## src/rtl/uart_pkg.sv

```systemverilog
// Shared definitions for the Uart8 transmit arbiter: byte width, FSM states
// and an index-width helper.
package uart_pkg;

    localparam int UART_DATA_W = 8;

    typedef enum logic [2:0] {
        DRAIN     = 3'd0,
        IDLE      = 3'd1,
        START     = 3'd2,
        WAIT_BUSY = 3'd3,
        WAIT_DONE = 3'd4,
        GAP       = 3'd5
    } tx_state_t;

    // Index width that never collapses to zero bits for a single requester
    function automatic int idx_width(input int n);
        return (n > 1) ? $clog2(n) : 1;
    endfunction

endpackage

```

## src/rtl/uart_tx_arbiter_rr.sv

```systemverilog
// Combinational round-robin picker: the first requester strictly after ptr
// (with wrap) wins; ptr itself is searched last.
module rr_arbiter
    import uart_pkg::*;
#(
    parameter int N = 4,
    parameter int W = idx_width(N)
) (
    input  logic [N-1:0] req,
    input  logic [W-1:0] ptr,
    output logic [N-1:0] gnt,
    output logic [W-1:0] idx
);

    logic         found;
    logic [W-1:0] pos;

    always_comb begin
        gnt   = '0;
        idx   = '0;
        found = 1'b0;
        pos   = '0;
        for (int k = 1; k <= N; k++) begin
            pos = W'((int'(ptr) + k) % N);
            if (!found && req[pos]) begin
                found    = 1'b1;
                gnt[pos] = 1'b1;
                idx      = pos;
            end
        end
    end

endmodule

```

## src/rtl/uart_tx_arbiter.sv

```systemverilog
// Shares one Uart8 transmitter among NUM_REQ byte sources with round-robin
// arbitration, per-requester packet locking and a txStart-to-txBusy timeout.
module uart_tx_arbiter
    import uart_pkg::*;
#(
    parameter int  NUM_REQ        = 4,
    parameter int  TIMEOUT_CYCLES = 16,
    parameter int  IDLE_GAP       = 0,
    localparam int GW             = idx_width(NUM_REQ)
) (
    input  logic                           clk,
    input  logic                           rstN,
    input  logic [NUM_REQ-1:0]             reqValid,
    input  logic [UART_DATA_W*NUM_REQ-1:0] reqData,
    input  logic [NUM_REQ-1:0]             reqLast,
    output logic [NUM_REQ-1:0]             reqReady,
    output logic [GW-1:0]                  grantId,
    output logic                           txEn,
    output logic                           txStart,
    output logic [UART_DATA_W-1:0]         txData,
    input  logic                           txBusy,
    input  logic                           txDone,
    output logic                           sentPulse,
    output logic                           errTimeout
);

    localparam int TW = $clog2(TIMEOUT_CYCLES + 1);
    localparam int CW = (IDLE_GAP > 1) ? $clog2(IDLE_GAP) : 1;
    localparam logic [TW-1:0] TIMER_LAST = TW'(TIMEOUT_CYCLES - 1);
    localparam logic [TW-1:0] TIMER_SAT  = TW'(TIMEOUT_CYCLES);
    localparam logic [CW-1:0] GAP_LAST   = CW'((IDLE_GAP > 0) ? IDLE_GAP - 1 : 0);
    localparam bit            HAS_GAP    = (IDLE_GAP > 0);

    tx_state_t                state;
    logic [GW-1:0]            rr_ptr;
    logic                     lock;
    logic [TW-1:0]            timer;
    logic [CW-1:0]            gap_cnt;
    logic [NUM_REQ-1:0]       arb_gnt;
    logic [GW-1:0]            arb_idx;
    logic [GW-1:0]            sel_idx;
    logic [UART_DATA_W-1:0]   sel_byte;
    logic                     accept;

    rr_arbiter #(
        .N (NUM_REQ),
        .W (GW)
    ) u_rr (
        .req (reqValid),
        .ptr (rr_ptr),
        .gnt (arb_gnt),
        .idx (arb_idx)
    );

    // While a packet holds the lock only its owner may be accepted
    always_comb begin
        reqReady = '0;
        if (state == IDLE) begin
            if (lock) begin
                reqReady[grantId] = reqValid[grantId];
            end else begin
                reqReady = arb_gnt;
            end
        end
    end

    assign sel_idx = lock ? grantId : arb_idx;
    assign accept  = |(reqValid & reqReady);

    always_comb begin
        sel_byte = '0;
        for (int i = 0; i < NUM_REQ; i++) begin
            if (GW'(i) == sel_idx) begin
                sel_byte = reqData[i*UART_DATA_W +: UART_DATA_W];
            end
        end
    end

    // Reported in the cycle the last allowed wait elapses, so it lands
    // exactly TIMEOUT_CYCLES after the txStart strobe
    assign errTimeout = (state == WAIT_BUSY) && !txDone && !txBusy && (timer == TIMER_LAST);

    always_ff @(posedge clk or negedge rstN) begin
        if (!rstN) begin
            state     <= DRAIN;
            rr_ptr    <= GW'(NUM_REQ - 1);
            lock      <= 1'b0;
            timer     <= '0;
            gap_cnt   <= '0;
            grantId   <= '0;
            txEn      <= 1'b0;
            txStart   <= 1'b0;
            txData    <= '0;
            sentPulse <= 1'b0;
        end else begin
            txEn      <= 1'b1;
            txStart   <= 1'b0;
            sentPulse <= 1'b0;
            case (state)
                DRAIN: begin
                    if (!txBusy) begin
                        state <= IDLE;
                    end
                end
                IDLE: begin
                    if (accept) begin
                        txData  <= sel_byte;
                        grantId <= sel_idx;
                        rr_ptr  <= sel_idx;
                        lock    <= ~reqLast[sel_idx];
                        txStart <= 1'b1;
                        state   <= START;
                    end
                end
                START: begin
                    timer <= '0;
                    state <= WAIT_BUSY;
                end
                // A done pulse counts as completion even if busy was never seen
                WAIT_BUSY, WAIT_DONE: begin
                    if (txDone) begin
                        sentPulse <= 1'b1;
                        gap_cnt   <= '0;
                        if (HAS_GAP) begin
                            state <= GAP;
                        end else begin
                            state <= IDLE;
                        end
                    end else if (state == WAIT_BUSY) begin
                        if (txBusy) begin
                            state <= WAIT_DONE;
                        end else if (timer == TIMER_LAST) begin
                            lock  <= 1'b0;
                            state <= IDLE;
                        end else if (timer != TIMER_SAT) begin
                            timer <= timer + 1'b1;
                        end
                    end
                end
                GAP: begin
                    if (gap_cnt == GAP_LAST) begin
                        state <= IDLE;
                    end else begin
                        gap_cnt <= gap_cnt + 1'b1;
                    end
                end
                default: state <= DRAIN;
            endcase
        end
    end

endmodule

```

## config.mk

```make
export PLATFORM = sky130hd
export DESIGN_NAME = uart_tx_arbiter
export DESIGN_NICKNAME = d
export VERILOG_FILES = /design/src/rtl/uart_pkg.sv /design/src/rtl/uart_tx_arbiter_rr.sv /design/src/rtl/uart_tx_arbiter.sv
export SDC_FILE = /design/constraint.sdc
export NUM_CORES = 1
export LEC_CHECK = 0
export ABC_AREA = 0
export CAP_MARGIN = 20
export CORE_MARGIN = 5
export CORE_UTILIZATION = 48
export CTS_CLUSTER_DIAMETER = 120
export CTS_CLUSTER_SIZE = 16
export DETAILED_ROUTE_END_ITERATION = 12
export GPL_ROUTABILITY_DRIVEN = 0
export PLACE_DENSITY = 0.88
export SLEW_MARGIN = 20
export SYNTH_ARGS = -nofsm -noshare
export SYNTH_HDL_FRONTEND = slang
export SYNTH_SLANG_ARGS = --single-unit
export TNS_END_PERCENT = 10
```

## constraint.sdc

```tcl
create_clock -name clk -period 3.7 [get_ports clk]
set_input_delay 0.925 -clock clk [delete_from_list [all_inputs] [get_ports clk]]
set_output_delay 0.925 -clock clk [all_outputs]
set_load 0.05 [all_outputs]
```

## Word-level counts from Yosys, hierarchy flattened

Index checks and enable logic that the tools add are counted.

| operators by class | value |
|---|---|
| $add $sub $neg | 6 |
| $lt $le $gt $ge | 11 |
| equal/unequal tests | 22 |
| multiplexer cells | 67 |
| bitwise logic cells | 6 |
| reduce and logical (&&, ||, !) cells | 28 |

Operators by type and width:

| cell | count |
|---|---|
| $mux W8 | 4 |
| $mux W1 | 25 |
| $mux W5 | 5 |
| $mux W4 | 6 |
| $mux W3 | 7 |
| $ne A2 B2 Y1 const B | 10 |
| $lt A2 B3 Y1 const B | 6 |
| $pmux W3 S5 | 1 |
| $bmux W1 S2 | 6 |
| $or A4 B4 Y4 | 3 |
| $reduce_and A6 Y1 | 2 |
| $logic_and A1 B1 Y1 | 11 |
| $demux W1 S2 | 5 |
| $ge A2 B1 Y1 const B | 5 |
| $mux W2 | 5 |
| $pmux W5 S2 | 1 |
| $and A4 B4 Y4 | 2 |
| $eq A3 B2 Y1 const B | 2 |
| $eq A3 B3 Y1 const B | 2 |
| $reduce_bool A2 Y1 | 3 |
| $add A5 B1 Y5 const B | 1 |
| $eq A5 B4 Y1 const B | 1 |
| $logic_not A1 Y1 | 5 |
| $ne A5 B5 Y1 const B | 1 |
| 16 further kinds | 21 |

| storage, ports and cells | value |
|---|---|
| flip-flop bits (word level) | 25 |
| input bits | 44 |
| output and inout port bits | 18 |
| logic and storage cells | 150 |

## Logic depth before layout (Yosys ltp)

| logic depth | value |
|---|---|
| depth in word-level cells | 19 |
| mapped depth | 12 |

## By module

A second synthesis with hierarchy kept.

| unflattened totals | value |
|---|---|
| cells, all modules | 227 |
| area, all modules | 2153.3 um^2 |

By module, submodules not included:

| module | times used | cells an instance | area each (um^2) | sequential area each (um^2) |
|---|---|---|---|---|
| uart_tx_arbiter | 1 | 168 | 1662.8 | 603.1 |
| rr_arbiter | 1 | 59 | 490.5 | 0.0 |

## Least setup slack after synthesis

No wires, ideal clock.

| timing | value |
|---|---|
| path type | reg-to-output |
| start | reg rr_ptr[0] |
| end | out reqReady[1] |
| data arrival time | 3.034 ns |
| required time | 2.775 ns |
| setup slack | -0.259 ns |
| stages on the path, launching flop included | 10 |
| path buffers | 2 |
| path through | dfstp_2 > buf_2 > inv_1 > ha_1 > buf_6 > mux4_2 > nand2b_1 > o21ai_0 > o31ai_1 > a21oi_1 |

| between the ends | value |
|---|---|
| cells in the longest elaborated chain, start to end | 15 |
| elaborated cells between the ends (all ways) | 50 |
| those cells by class | 4 x add/sub; 8 x order compare; 25 x mux; 3 x bitwise; 10 x reduce/logical |

RTL lines:

| element | line | source |
|---|---|---|
| start, declared | uart_tx_arbiter.sv:35 | `logic [GW-1:0] rr_ptr;` |
| start signal, assigned | uart_tx_arbiter.sv:86 | `rr_ptr <= GW'(NUM_REQ - 1);` |
| start signal, assigned | uart_tx_arbiter.sv:109 | `rr_ptr <= sel_idx;` |
| branches (longest 12 deep; another with $lt A2 B3 Y1) | - |  |
| $mux W4 (*) | uart_tx_arbiter_rr.sv:25 | `if (!found && req[pos]) begin` |
| $mux W4 (*) | uart_tx_arbiter.sv:59 | `if (lock) begin` |
| $mux W4 (*) | uart_tx_arbiter.sv:58 | `if (state == IDLE) begin` |
| end, declared | uart_tx_arbiter.sv:16 | `output logic [NUM_REQ-1:0] reqReady,` |

Every way passes the cells marked *. The select of a mux whose other input is x is not followed.

## Worst setup path after layout

| timing | value |
|---|---|
| start | reg rr_ptr[1] |
| end | out reqReady[2] |

The elaborated chain is that of the path after synthesis.

==> results.md <==
* Top-area cell type share of the netlist area at 0.255
* Synth Area in Simple Gates at 0.195
* Top FF cell, synth: dfrtp_1
* Clk pin slew, worst setup/hold paths at 0.08 ns
* Tcrit/Tclk final at 0.995
* Row cnt at 24
* Vias in the first global route at 2,175
* Initial antenna violation count at 0
* Port Buffers at 61
* Total gr overflow at 0
* Worst hold path depth at 2
* Largest family of logic cells by synthesized area: compound AO/OA/AOI/OAI gates
* Worst-margin pin slew at 0.583 ns
* PD cells at 971 nW/um2
* Die area at 5940 um2
* DR vias at 2,287
* Total negative setup slack at 0 ns
* Crit Path Category: reg2out
* Htree depth at 1
* Hold buffers post-CTS at 0
* Synth area leaders: dfrtp_1, ha_1, a211oi_1, a21boi_0, nand3_1
* Maximum root-to-sink buffer count at 2
* TritonCTS clock tree: yes
* Routed wire per std cell at 16.1 um
* #FFs+latches synth at 24
* Worst reg2reg path startpoint: rr_ptr[1]
* Core Region at 4350 um2
* Pint at 1.54 mW
* Initial core utilization at 0.496
* Cells after Synth at 258
* Post-synthesis sequential area ratio at 0.279
* DR iter-0 viols at 160
* Placed insts at 379
* Sw Share at 0.500
* Mux contribution to synthesized area at 0.0643
* Count of cell types in the netlist at 54
* Synth Area in Adders at 0.0638
* Final wirelength at 6280 um
* Sequential Power Share at 0.164
* Clock Latency Late Sink at 0.26 ns
* RSZ-0062 raised after global routing: true
* Setup crit start kind: register
* Final Net Count at 395
* Skew final at 0.00488 ns
* Final worst setup slack at 0.0175 ns
* Hpwl dp at 4730 um
* Fill count at 305
* Root Buffer: clkbuf_8
* Post-Synth XOR/XNOR Area at 0.00812
* Result of the run: complete, no violations
* Final slew viol count at 0
* Peak supply drop at 550 uV
* NetSw at 1.54 mW
* Total I/O pin count at 62
* Total CTS buffers at 3
* DRT Pass-1 Iters at 4
* Max Clock Freq at 272 MHz
* DR DRC count at 0
* Worst Path Required at 2.77 ns
* Endpoint, Worst Hold: txData[6]
* Tmin final at 3.68 ns
* Synthesized Nets at 313
* Final setup fails at 0
* Min-Delay Startpoint: txData[6]
* Warnings, synthesis at 0
* Compound-Gate Fraction of Synth Area at 0.304
* Largest net degree at the start of global routing at 24
* Register area at 603 um2
* Area growth syn-to-layout at 46.8%
* Clock Sinks at 24
* # diodes at 0
* Layout cells sized above 1 at 0.218
* Drt via density at 5.85
* Final Hold Vio Count at 0
* WP data arrival at 2.76 ns
* Global-route wire length before repair at 10,100 um
* Area occupied by multi-input gates at 1440 um2
* Crit Path Max Fanout at 5
* Clock network power share at 0.057
* Most common cell after layout, fill and taps aside: clkdlybuf4s50_1
* Worst slack, placed at -0.216 ns
* Finished Layout Cells at 391
* Post-Syn Area at 2160 um2
* Reg2reg path depth at 13
* Die width at 77.1 um
* Reg2Reg Setup Slack at 0.44 ns
* Leakage power at 1.35 nW
* Mean post-synth cell area at 8.37 um2
* Post-synth top area cell: dfrtp_1
* Relative slew slack at 0.608
* Asr flop ratio synth at 1.00
* Die Y at 77.1 um
* HP Class: reg2reg
* Worst r2r dst: grantId[1]
* Gr usage total at 0.202
* Max-cap violations at 0
* Crit end category: output port
* Combinational power share at 0.778
* Post-synth EDFFs at 0
* Most frequent cells in the layout: clkdlybuf4s50_1, buf_4, dfrtp_1
* Antenna Nets Post-Route at 0
[worst max path at each step]
stage | from | endpoint | slack, ns | cells past startpoint
6_report | rr_ptr[1] | reqReady[2] | 0.02 | 9
2_1_floorplan | rr_ptr[0] | reqReady[2] | -0.26 | 9
3_3_place_gp | reqValid[2] | reqReady[2] | -0.17 | 7
4_1_cts | rr_ptr[1] | reqReady[2] | 0.02 | 8
3_5_place_dp | reqValid[1] | reqReady[1] | -0.22 | 8
5_1_grt | rr_ptr[1] | reqReady[2] | -0.09 | 9
[synthesized netlist by cell type, drive strengths merged, types with 2 or more instances]
library cell / number
dfrtp: 22
nand2: 19
nand3: 18
a211oi: 17
a21boi: 17
inv: 16
a21oi: 15
o21ai: 13
buf: 12
ha: 11
nor2: 11
o31ai: 11
clkbuf: 9
nor3: 9
mux2: 5
nand2b: 4
and2: 3
mux2i: 3
nand3b: 3
nor2b: 3
o221ai: 3
a211o: 2
a221oi: 2
a311o: 2
a31oi: 2
dfstp: 2
mux4: 2
nand4: 2
o22a: 2
xor2: 2
[timing repair]
action,4_1_cts,5_1_grt
pin swaps,4,5
setup endpoints to repair,4,3
setup buffers,3,5
resized for setup,12,10
[area by class of cell]
type	count	area share
Tap cell	52	0.0205
Clock buffer	4	0.0174
Sequential cell	24	0.190
Multi-Input combinational cell	197	0.453
Inverter	16	0.0201
Timing Repair Buffer	98	0.298
[routing by layer]
layer | part of all wire | track usage
met2 | 0.50 | 0.349
met1 | 0.40 | 0.251
met3 | 0.075 | 0.0410
met5 | 0 | 0
met4 | 0.021 | 0.0619
[through the flow]
| step | cell area, um2 | power, mW | utilization | hold WS [ns] |
|---|---|---|---|---|
| global route | 3170 | 3.30 | 0.728 | 0.551 |
| finish | 3170 | 3.08 | 0.728 | 0.510 |
| global placement | 3000 | 2.63 | 0.689 | 0.484 |
| CTS | 3120 | 3.00 | 0.717 | 0.516 |
| detailed placement | 3000 | 2.70 | 0.689 | 0.498 |
| floorplan | 2160 | 1.99 | - | 0.471 |
[power by group through the flow]
stage                     Clock (mW)  Sequential, mW  Combinational (mW)
after CTS                      0.177           0.500                2.32
final                          0.177           0.505                2.40
after global placement             0           0.496                2.14
after global routing           0.190           0.520                2.59
after floorplan                    0           0.673                1.31
after detailed placement           0           0.501                2.20
[flip-flops by register name, indices dropped and copies added (netlist names)]
register,cells
txEn,1
sentPulse,1
grantId,2
state,3
txStart,1
txData,8
rr_ptr,2
timer,5
lock,1
[cell families after synthesis]
kind of cell             count (synthesis)
adder cells (fa/ha/maj)                 11
AND/OR/NAND/NOR                         80
AO/OA/AOI/OAI                           93
multiplexers                            10
XOR/XNOR                                 2
flip-flops                              24
buffers and inverters                   37
other                                    1
[critical path, cell delays in order (launching register included)]
cell	delay [ns]
dfstp_2	0.56
clkinvlp_4	0.12
ha_4	0.32
buf_6	0.12
mux2i_1	0.22
or4bb_4	0.50
a21boi_2	0.13
o31ai_1	0.10
a21oi_1	0.21
clkbuf_16	0.21
Note: power is estimated with default switching activity, not from simulation.
